==> config.mk <==
export PLATFORM = sky130hd
export DESIGN_NAME = julia_scheduler
export DESIGN_NICKNAME = d
export VERILOG_FILES = /design/src/rtl/julia_pkg.sv /design/src/rtl/rr_arbiter.sv /design/src/rtl/julia_scheduler.sv
export SDC_FILE = /design/constraint.sdc
export NUM_CORES = 1
export LEC_CHECK = 0
export CAP_MARGIN = 40
export CORE_ASPECT_RATIO = 0.6
export CORE_MARGIN = 2
export CORE_UTILIZATION = 45
export DETAILED_ROUTE_END_ITERATION = 8
export PLACE_DENSITY_LB_ADDON = 0.05
export SYNTH_ARGS = -nofsm -noshare
export SYNTH_HDL_FRONTEND = slang
export SYNTH_SLANG_ARGS = --single-unit
export TNS_END_PERCENT = 20
==> constraint.sdc <==
create_clock -name clk -period 4.6 [get_ports clk]
set_input_delay 0.92 -clock clk [delete_from_list [all_inputs] [get_ports clk]]
set_output_delay 0.92 -clock clk [all_outputs]
set_load 0.1 [all_outputs]
==> src/rtl/julia_pkg.sv <==
// Shared types and sizing helpers for the Julia frame scheduler.
package julia_pkg;

  typedef enum logic [1:0] {IDLE, RUN, DRAIN} sched_state_t;

  localparam int unsigned DEF_WIDTH  = 640;
  localparam int unsigned DEF_HEIGHT = 480;
  localparam int unsigned NUM_PIX    = DEF_WIDTH * DEF_HEIGHT;
  localparam int unsigned IDX_W      = $clog2(NUM_PIX);

  // Width needed to index n items, never less than one bit.
  function automatic int bits_for(input int n);
    return (n > 1) ? $clog2(n) : 1;
  endfunction

endpackage

==> src/rtl/rr_arbiter.sv <==
// Round-robin arbiter: one-hot grant from the pointer upward, pointer moves
// past the winner whenever a grant is taken.
module rr_arbiter
  import julia_pkg::*;
#(
  parameter int N = 4
) (
  input  logic         clk,
  input  logic         n_rst,
  input  logic [N-1:0] req,
  input  logic         en,
  output logic [N-1:0] gnt
);

  localparam int PTR_W = bits_for(N);

  logic [PTR_W-1:0] ptr;
  logic [PTR_W-1:0] gnt_idx;
  logic [PTR_W-1:0] idx;
  logic             found;

  always_comb begin
    gnt     = '0;
    gnt_idx = '0;
    idx     = '0;
    found   = 1'b0;
    for (int i = 0; i < N; i++) begin
      idx = PTR_W'((int'(ptr) + i) % N);
      if (!found && req[idx]) begin
        found    = 1'b1;
        gnt[idx] = 1'b1;
        gnt_idx  = idx;
      end
    end
  end

  always_ff @(posedge clk or negedge n_rst) begin
    if (!n_rst) begin
      ptr <= '0;
    end else if (en && found) begin
      ptr <= (gnt_idx == PTR_W'(N - 1)) ? '0 : gnt_idx + PTR_W'(1);
    end
  end

endmodule

==> src/rtl/julia_scheduler.sv <==
// Frame scheduler: walks the raster handing jobs to free workers and funnels
// finished results, round-robin, into a registered valid/ready write port.
//
// state | meaning
// IDLE  | waiting for start
// RUN   | dispatching jobs and collecting results
// DRAIN | all jobs issued, collecting remaining results
module julia_scheduler
  import julia_pkg::*;
#(
  parameter int          NUM_JULIA = 8,
  parameter int          WIDTH     = 640,
  parameter int          HEIGHT    = 480,
  parameter int          X_W       = 10,
  parameter int          Y_W       = 9,
  parameter logic [31:0] BASE_ADDR = 32'h0
) (
  input  logic                   clk,
  input  logic                   n_rst,
  input  logic                   start,
  output logic                   busy,
  output logic                   frame_done,
  output logic [NUM_JULIA-1:0]   job_valid,
  output logic [X_W-1:0]         job_x,
  output logic [Y_W-1:0]         job_y,
  input  logic [NUM_JULIA-1:0]   worker_done,
  input  logic [NUM_JULIA*8-1:0] worker_pixel,
  output logic [NUM_JULIA-1:0]   worker_ack,
  output logic                   wr_valid,
  input  logic                   wr_ready,
  output logic [31:0]            wr_addr,
  output logic [7:0]             wr_data
);

  localparam int PIX_N = WIDTH * HEIGHT;
  localparam int TAG_W = bits_for(PIX_N);
  localparam int CNT_W = bits_for(PIX_N + 1);

  sched_state_t state, state_nxt;

  logic [X_W-1:0]   x_cnt;
  logic [Y_W-1:0]   y_cnt;
  logic [CNT_W-1:0] issued;
  logic [CNT_W-1:0] written;
  logic [NUM_JULIA-1:0] wk_busy;
  logic [TAG_W-1:0] tag [NUM_JULIA];

  logic [NUM_JULIA-1:0] free_sel;
  logic                 free_any;
  logic [NUM_JULIA-1:0] cand;
  logic [NUM_JULIA-1:0] gnt;
  logic [TAG_W-1:0]     sel_tag;
  logic [7:0]           sel_pix;
  logic load_ok, grant_fire, hs, last_hs;
  logic accept_start, dispatch;

  assign cand       = (state != IDLE) ? (worker_done & wk_busy) : '0;
  assign load_ok    = !wr_valid || wr_ready;
  assign grant_fire = load_ok && (|cand);
  assign hs         = wr_valid && wr_ready;
  assign last_hs    = hs && (written == CNT_W'(PIX_N - 1));

  rr_arbiter #(.N(NUM_JULIA)) u_arb (
    .clk   (clk),
    .n_rst (n_rst),
    .req   (cand),
    .en    (load_ok),
    .gnt   (gnt)
  );

  // Lowest-index free worker gets the next job.
  always_comb begin
    free_sel = '0;
    free_any = 1'b0;
    for (int k = 0; k < NUM_JULIA; k++) begin
      if (!free_any && !wk_busy[k]) begin
        free_any    = 1'b1;
        free_sel[k] = 1'b1;
      end
    end
  end

  always_comb begin
    sel_tag = '0;
    sel_pix = '0;
    for (int k = 0; k < NUM_JULIA; k++) begin
      if (gnt[k]) begin
        sel_tag = sel_tag | tag[k];
        sel_pix = sel_pix | worker_pixel[8*k +: 8];
      end
    end
  end

  always_ff @(posedge clk or negedge n_rst) begin
    if (!n_rst) state <= IDLE;
    else        state <= state_nxt;
  end

  always_comb begin
    state_nxt    = state;
    accept_start = 1'b0;
    dispatch     = 1'b0;
    case (state)
      IDLE: begin
        if (start) begin
          state_nxt    = RUN;
          accept_start = 1'b1;
        end
      end
      RUN: begin
        if (issued == CNT_W'(PIX_N)) state_nxt = DRAIN;
        else                         dispatch  = free_any;
      end
      DRAIN: begin
        if (last_hs) state_nxt = IDLE;
      end
      default: state_nxt = IDLE;
    endcase
  end

  always_ff @(posedge clk or negedge n_rst) begin
    if (!n_rst) begin
      busy       <= 1'b0;
      frame_done <= 1'b0;
      job_valid  <= '0;
      job_x      <= '0;
      job_y      <= '0;
      worker_ack <= '0;
      wr_valid   <= 1'b0;
      wr_addr    <= BASE_ADDR;
      wr_data    <= '0;
      x_cnt      <= '0;
      y_cnt      <= '0;
      issued     <= '0;
      written    <= '0;
      wk_busy    <= '0;
      for (int k = 0; k < NUM_JULIA; k++) tag[k] <= '0;
    end else begin
      job_valid  <= '0;
      worker_ack <= '0;
      frame_done <= (state == DRAIN) && last_hs;

      if (accept_start) begin
        busy    <= 1'b1;
        x_cnt   <= '0;
        y_cnt   <= '0;
        issued  <= '0;
        written <= '0;
      end
      if ((state == DRAIN) && last_hs) busy <= 1'b0;

      if (dispatch) begin
        job_valid <= free_sel;
        job_x     <= x_cnt;
        job_y     <= y_cnt;
        issued    <= issued + CNT_W'(1);
        if (x_cnt == X_W'(WIDTH - 1)) begin
          x_cnt <= '0;
          y_cnt <= y_cnt + Y_W'(1);
        end else begin
          x_cnt <= x_cnt + X_W'(1);
        end
      end

      // Dispatch only targets free workers and collection only busy ones.
      for (int k = 0; k < NUM_JULIA; k++) begin
        if (dispatch && free_sel[k]) begin
          tag[k]     <= TAG_W'(issued);
          wk_busy[k] <= 1'b1;
        end else if (grant_fire && gnt[k]) begin
          wk_busy[k] <= 1'b0;
        end
      end

      if (hs) written <= written + CNT_W'(1);

      if (grant_fire) begin
        wr_valid   <= 1'b1;
        wr_addr    <= BASE_ADDR + 32'(sel_tag);
        wr_data    <= sel_pix;
        worker_ack <= gnt;
      end else if (hs) begin
        wr_valid <= 1'b0;
      end
    end
  end

endmodule
======== After elaboration in Yosys (flattened, before gate mapping) ========
Index checks and enable logic that the tools add are counted.
operators by class
  add/subtract/negate cells ............... 12
  multiply operators ...................... 0
  div/mod/pow operators ................... 0
  magnitude comparators ................... 16
  equal/unequal tests ..................... 9
  shifts and indexed selects .............. 0
  mux-type cells .......................... 128
  bitwise logic cells ..................... 22
  reduce and logical (&&, ||, !) cells .... 81
operators with widths
  operator               number
  $mux 19                11
  $mux 8                 19
  $or 19x19->19          7
  $or 8x8->8             14
  $mux 1                 63
  $logic_and 1x1->1      43
  $add 19x1->19 const B  2
  $eq 19x19->1 const B   2
  $lt 3x4->1 const B     8
  $mux 10                3
  $mux 3                 9
  $mux 9                 3
  $reduce_bool 2->1      13
  $bmux 1 s3             8
  $demux 1 s3            8
  $ge 3x1->1 const B     8
  $logic_not 1->1        21
  $add 3x3->3 const B    4
  $add 10x1->10 const B  1
  $eq 10x10->1 const B   1
  $add 9x1->9 const B    1
  $and 8x8->8            1
  $reduce_or 8->1        1
  $add 3x1->3 const B    2
  10 further kinds       15
word-level totals
  flip-flop bits (word level) ............. 287
  latch bits .............................. 0
  memory bits (writable) .................. 0
  bits in read-only memories .............. 0
  bits of input ports ..................... 76
  output and inout bits ................... 78
  logic and storage cells ................. 299
  memories ................................ 0

======== Depth between registers and ports, before layout ========
Gate-level depths: netlist of the first run.
  depth after elaboration ................. 41
  gate-level depth with buffers ........... 20
  gate-level depth less buffers ........... 16

======== Hierarchy ========
Synthesis of the first run repeated with hierarchy kept, for this count alone.
unflattened totals
  cells, all modules ...................... 1,253
  area, all modules ....................... 14,266.2 um2
modules (own cells, without submodules)
  module           instances  cells each  area an instance (um2)  sequential area each (um2)
  julia_scheduler  1          1,085       12,758.5                7,106.8
  rr_arbiter       1          168         1,507.7                 75.1

======== Worst setup path before layout of the first run ========
No wires, ideal clock.
  path kind ............................... register to register
  start ................................... reg u_arb.ptr[0]
  end ..................................... reg wk_busy[3]
  library setup time ...................... 0.118 ns
  arrival time ............................ 3.802 ns
  required time ........................... 4.482 ns
  path slack .............................. 0.680 ns
  cell stages (with the launch flop) ...... 18
  path buffers ............................ 5
  clock period less this slack ............ 3.920 ns
  cell sequence ........................... dfrtp_1 buf_2 inv_1 clkbuf_1 ha_1 clkbuf_1 inv_1 buf_2 mux4_2 nor4_2 a31oi_4 a21oi_1 and3_1 a311oi_2 a22oi_4 buf_2 nand2_1 a21o_1
between the ends
  word-level cells in the longest chain between the ends .. 26
  elaborated cells on any way between the ends .. 101
  classes of those cells .................. add/sub (7); order compare (16); mux (47); bitwise (7); reduce/logical (24)
RTL lines
  element                                              RTL line                source
  from (decl)                                          rr_arbiter.sv:17        logic [PTR_W-1:0] ptr;
  from (signal assigned)                               rr_arbiter.sv:41        ptr <= (gnt_idx == PTR_W'(N - 1)) ? '0 : gnt_idx + PTR_W'(1);
  branches (longest 23 deep; another with $lt 3x4->1)  -
  $mux 8 (*)                                           rr_arbiter.sv:29        if (!found && req[idx]) begin
  $logic_and 1x1->1 (*)                                julia_scheduler.sv:170  end else if (grant_fire && gnt[k]) begin
  $reduce_bool 2->1 (no source line) (*)               -
  to (signal assigned)                                 julia_scheduler.sv:136  wk_busy <= '0;
  to (signal, indexed assignment)                      julia_scheduler.sv:169  wk_busy[k] <= 1'b1;
  to (signal, indexed assignment)                      julia_scheduler.sv:171  wk_busy[k] <= 1'b0;
  to (decl)                                            julia_scheduler.sv:45   logic [NUM_JULIA-1:0] wk_busy;
Mark *: on every way between the ends. The select of a mux whose other input is x is not followed.
A chain may end at the register's enable or synchronous reset.

======== Final worst setup path of the first run ========
  start ................................... reg u_arb.ptr[0]
  end ..................................... reg wr_addr[2]
between the ends
  word-level cells in the longest chain between the ends .. 39
  elaborated cells on any way between the ends .. 114
  classes of those cells .................. add/sub (7); order compare (16); mux (55); bitwise (14); reduce/logical (22)
RTL lines
  element                                              RTL line                source
  branches (longest 23 deep; another with $lt 3x4->1)  -
  $mux 8 (*)                                           rr_arbiter.sv:29
  $mux 19                                              julia_scheduler.sv:87   if (gnt[k]) begin
  $or 19x19->19                                        julia_scheduler.sv:88   sel_tag = sel_tag | tag[k];
  $mux 19                                              julia_scheduler.sv:87
  $or 19x19->19                                        julia_scheduler.sv:88
  $mux 19                                              julia_scheduler.sv:87
  $or 19x19->19                                        julia_scheduler.sv:88
  $mux 19                                              julia_scheduler.sv:87
  $or 19x19->19                                        julia_scheduler.sv:88
  $mux 19                                              julia_scheduler.sv:87
  $or 19x19->19                                        julia_scheduler.sv:88
  $mux 19                                              julia_scheduler.sv:87
  $or 19x19->19                                        julia_scheduler.sv:88
  $mux 19                                              julia_scheduler.sv:87
  $or 19x19->19                                        julia_scheduler.sv:88
  $mux 19 (*)                                          julia_scheduler.sv:87
  to (signal assigned)                                 julia_scheduler.sv:179  wr_addr <= BASE_ADDR + 32'(sel_tag);
  to (decl)                                            julia_scheduler.sv:31   output logic [31:0] wr_addr,
Marked as above.

==> summary.md, run 1 <==
| Metric | Value |
|---|---|
| Routed wire length | 48600 um |
| Share of flip-flops with an asynchronous set or reset | 1.00 |
| IO Pins | 154 |
| Overall power | 15.2 mW |
| Leakage Power | 8.57 nW |
| Horiz. Die Dim | 238 um |
| Buffer and inverter count on the worst path | 3 |
| Post-CTS Setup Inserts | 0 |
| Mapped Area | 14700 um2 |
| DR pass1 iterations | 9 |
| GR Layer Usage met1 | 0.445 |
| Clock insertion delay at the later pin of the skew report | 0.58 ns |
| GR Util All Layers | 0.284 |
| Worst EP arrival | 4.71 ns |
| Seq cells post-synth | 287 |
| CP Max Fanout | 14 |
| Worst Skew | 0.0255 ns |
| Critical Path Sink Type | flip-flop |
| Worst setup path category | reg -> reg |
| M3 GR Usage | 0.0594 |
| CTS max path bufs | 3 |
| R2R Path Start | u_arb.ptr[0] |
| # DRC | 0 |
| Cts repair resizes | 0 |
| # nets final | 1745 |
| Peak supply drop | 0.515 mV |
| Most frequent cells in the layout | nand2_1, dfrtp_1, clkdlybuf4s50_1 |
| Max Slew Vio Count | 0 |
| Vias in the first global route | 11900 |
| Rows | 51 |
| Routed vias/inst | 6.03 |
| Cells after synthesis | 1465 |
| Headroom to the max-slew limit | 0.293 |
| Avg Synthesized Cell Area | 10.1 um2 |
| First-pass GRT wire length | 74500 um |
| Die Ht | 144 um |
| Detailed Place HPWL | 32100 um |
| CTS tree | done |
| Worst stage delay on the critical path | 0.62 ns |
| Worst-path cell chain | inv_1 -> ha_1 -> inv_1 -> mux4_2 -> nor4_2 -> a31oi_4 -> a21oi_4 -> a22oi_1 -> o21ai_2 -> buf_4 -> a222oi_1 -> a31oi_1 |
| Antenna diode count | 0 |
| Reg clk slew, reported paths | 0.07 ns |
| CP required | 5.10 ns |
| Clock sinks | 287 |
| Initial antenna violation count | 0 |
| # H-tree levels | 1 |
| Routed Antenna Nets | 0 |
| Final setup viols | 0 |
| Worst path slowest cell | mux4_2 |
| Final Cycle Share | 0.915 |
| Synth cell types | 91 |
| Synth warnings | 0 |
| CTS buffer count | 28 |
| Largest net degree at the start of global routing | 128 |
| Layout cell share with drive strength beyond 1 | 0.208 |
| First-iteration detailed-routing DRC count | 1600 |
| Via count | 12700 |
| Top FF cell, synth | dfrtp_1 |
| Status | finished clean |
| Worst Hold Class | in -> async |
| M2 GR Usage | 0.403 |
| Initial Util | 0.456 |
| Fmax | 238 MHz |
| Busiest layer in global routing | met1 |
| Die Area | 34300 um2 |
| Core area | 32400 um2 |
| P per Cell Area | 801 nW/um2 |
| Worst Setup SP | u_arb.ptr[0] |
| Number of flops mapped to enable cells by yosys | 0 |
| GPL Wtd Cong | 0.938 |
| Startpoint Class | flip-flop |
| Seq/Total Area, Yosys | 0.487 |
| RSZ-0062 raised after global routing | false |
| Root Driver | clkbuf_16 |
| Most used cell, CP | inv_1 |
| Hold violation count in the final report | 0 |
| Max Cap Viol | 0 |
| Setup TNS | 0 ns |
| Synthesis-to-layout area growth | 28.5% |
| Least-Margin Pin Slew | 1.05 ns |
| Crit path max-delay family | compound AO/OA/AOI/OAI gates |
| Fill count | 2723 |
| I/O Buffers | 140 |
| Hold Buf Count CTS | 0 |
| GRT overflow | 0 |
| Final min period | 4.21 ns |
| Most common cell after layout, fill and taps aside | nand2_1 |
| WL per Instance | 23.1 um |
## area by class of cell
class	count	area, um2	area share
multi-input cells	1050	6970	0.368
inverters	20	75.1	0.00397
clock inverters	15	234	0.0124
clock buffers	37	785	0.0414
repair buffers	269	3150	0.167
well taps	424	531	0.0280
flip-flops and latches	287	7180	0.379
## synthesized netlist by cell type, types with 5 or more instances
| cell | number | area (um2) |
|---|---|---|
| mux2_2 | 97 | 1090 |
| buf_4 | 18 | 135 |
| mux2i_1 | 12 | 120 |
| and3_1 | 23 | 144 |
| a31oi_1 | 32 | 200 |
| nand4_1 | 16 | 100 |
| o22ai_1 | 8 | 50.1 |
| a211oi_1 | 5 | 37.5 |
| a21oi_1 | 27 | 135 |
| clkbuf_1 | 70 | 263 |
| nand2_1 | 295 | 1110 |
| dfrtp_1 | 287 | 7180 |
| o211ai_1 | 10 | 75.1 |
| o21ai_0 | 75 | 375 |
| a21boi_1 | 19 | 143 |
| a21o_1 | 8 | 60.1 |
| or2_2 | 29 | 181 |
| buf_2 | 17 | 85.1 |
| a22o_1 | 29 | 254 |
| a21boi_0 | 5 | 37.5 |
| buf_6 | 9 | 101 |
| o31ai_1 | 8 | 60.1 |
| a32o_1 | 5 | 50.1 |
| ha_1 | 13 | 163 |
| mux4_2 | 6 | 135 |
| nand2b_1 | 9 | 56.3 |
| a22oi_1 | 6 | 45.0 |
| inv_1 | 16 | 60.1 |
| xor2_1 | 7 | 61.3 |
| and2_1 | 9 | 56.3 |
| nand3_1 | 35 | 175 |
| nor2_1 | 76 | 285 |
| nor3_1 | 8 | 40.0 |
| a222oi_1 | 72 | 721 |
| nor4_1 | 5 | 31.3 |
## sequential cells by signal, indices dropped and copies added, names as in the netlist, 8 cells and up
signal / cells
job_x: 10
job_valid: 8
wk_busy: 8
y_cnt: 9
wr_data: 8
tag: 152
written: 19
job_y: 9
worker_ack: 8
issued: 19
wr_addr: 19
x_cnt: 10
## final timing paths
check / endpoint / cells after the start / slack (ns)
setup / recovery: wr_addr[2] / 12 / 0.39
setup reg to reg: wr_addr[2] / 12 / 0.39
max in group asynchronous: tag[14] / 2 / 3.17
min in group clk: job_y[7] / 2 / 0.48
hold reg to reg: job_y[7] / 2 / 0.48
hold / removal: x_cnt[6] / 1 / 0.45
## worst reg2reg max path: cells and delay by family, from the launching register on
kind | cells | cell delay (ns)
AND/OR/NAND/NOR | 1 | 0.36
multiplexers | 1 | 0.62
adder cells (fa/ha/maj) | 1 | 0.36
flip-flops | 1 | 0.55
AO/OA/AOI/OAI | 6 | 1.52
buffers and inverters | 3 | 0.74
## routing by layer
layer	wire length [um]	part of all wire
met1	23100	0.48
met2	20000	0.41
met3	4760	0.098
met4	674	0.014
met5	0	0
## stage by stage
step	cells	cell area [um2]	hold slack, ns	util	setup WS (ns)
after detailed placement	2050	17900	0.461	0.554	0.0471
final	2102	18900	0.448	0.585	0.392
after floorplan	1477	14800	0.443	-	0.680
after global placement	1983	16700	0.460	0.518	0.123
after global routing	2102	18900	0.499	0.585	0.183
after CTS	2102	18900	0.478	0.585	0.479
## where the power goes
group,internal (mW),leakage (nW),switching [mW],total (mW)
sequential,3.35,3.77,0.715,4.07
clock,1.49,0.496,1.06,2.55
combinational,3.26,4.30,5.28,8.54
## logic make-up (layout without fill, tap and decap cells)
family,after synthesis,after routing,synth area share
flip-flops,287,287,0.487
multiplexers,116,116,0.0930
AO/OA/AOI/OAI,360,360,0.190
XOR/XNOR,8,8,0.00475
AND/OR/NAND/NOR,540,540,0.167
other,1,13,0.000254
adder cells (fa/ha/maj),13,13,0.0110
buffers and inverters,140,341,0.0464
No activity file was read; power rests on OpenSTA's default activity.
==> run 2, diff against run 1 <==
--- a/config.mk
+++ b/config.mk
@@ -14,4 +14,4 @@
 export SYNTH_ARGS = -nofsm -noshare
 export SYNTH_HDL_FRONTEND = slang
 export SYNTH_SLANG_ARGS = --single-unit
-export TNS_END_PERCENT = 20
+export TNS_END_PERCENT = 30
==> results of run 2 <==
No change in the layout: final DEF, timing and power equal those of run 1.
==> run 3, diff against run 2 <==
--- a/config.mk
+++ b/config.mk
@@ -9,6 +9,7 @@
 export CORE_ASPECT_RATIO = 0.6
 export CORE_MARGIN = 2
 export CORE_UTILIZATION = 45
+export CTS_CLUSTER_DIAMETER = 150
 export DETAILED_ROUTE_END_ITERATION = 8
 export PLACE_DENSITY_LB_ADDON = 0.05
 export SYNTH_ARGS = -nofsm -noshare
==> results of run 3 <==
No change in the layout: final DEF, timing and power equal those of run 1.
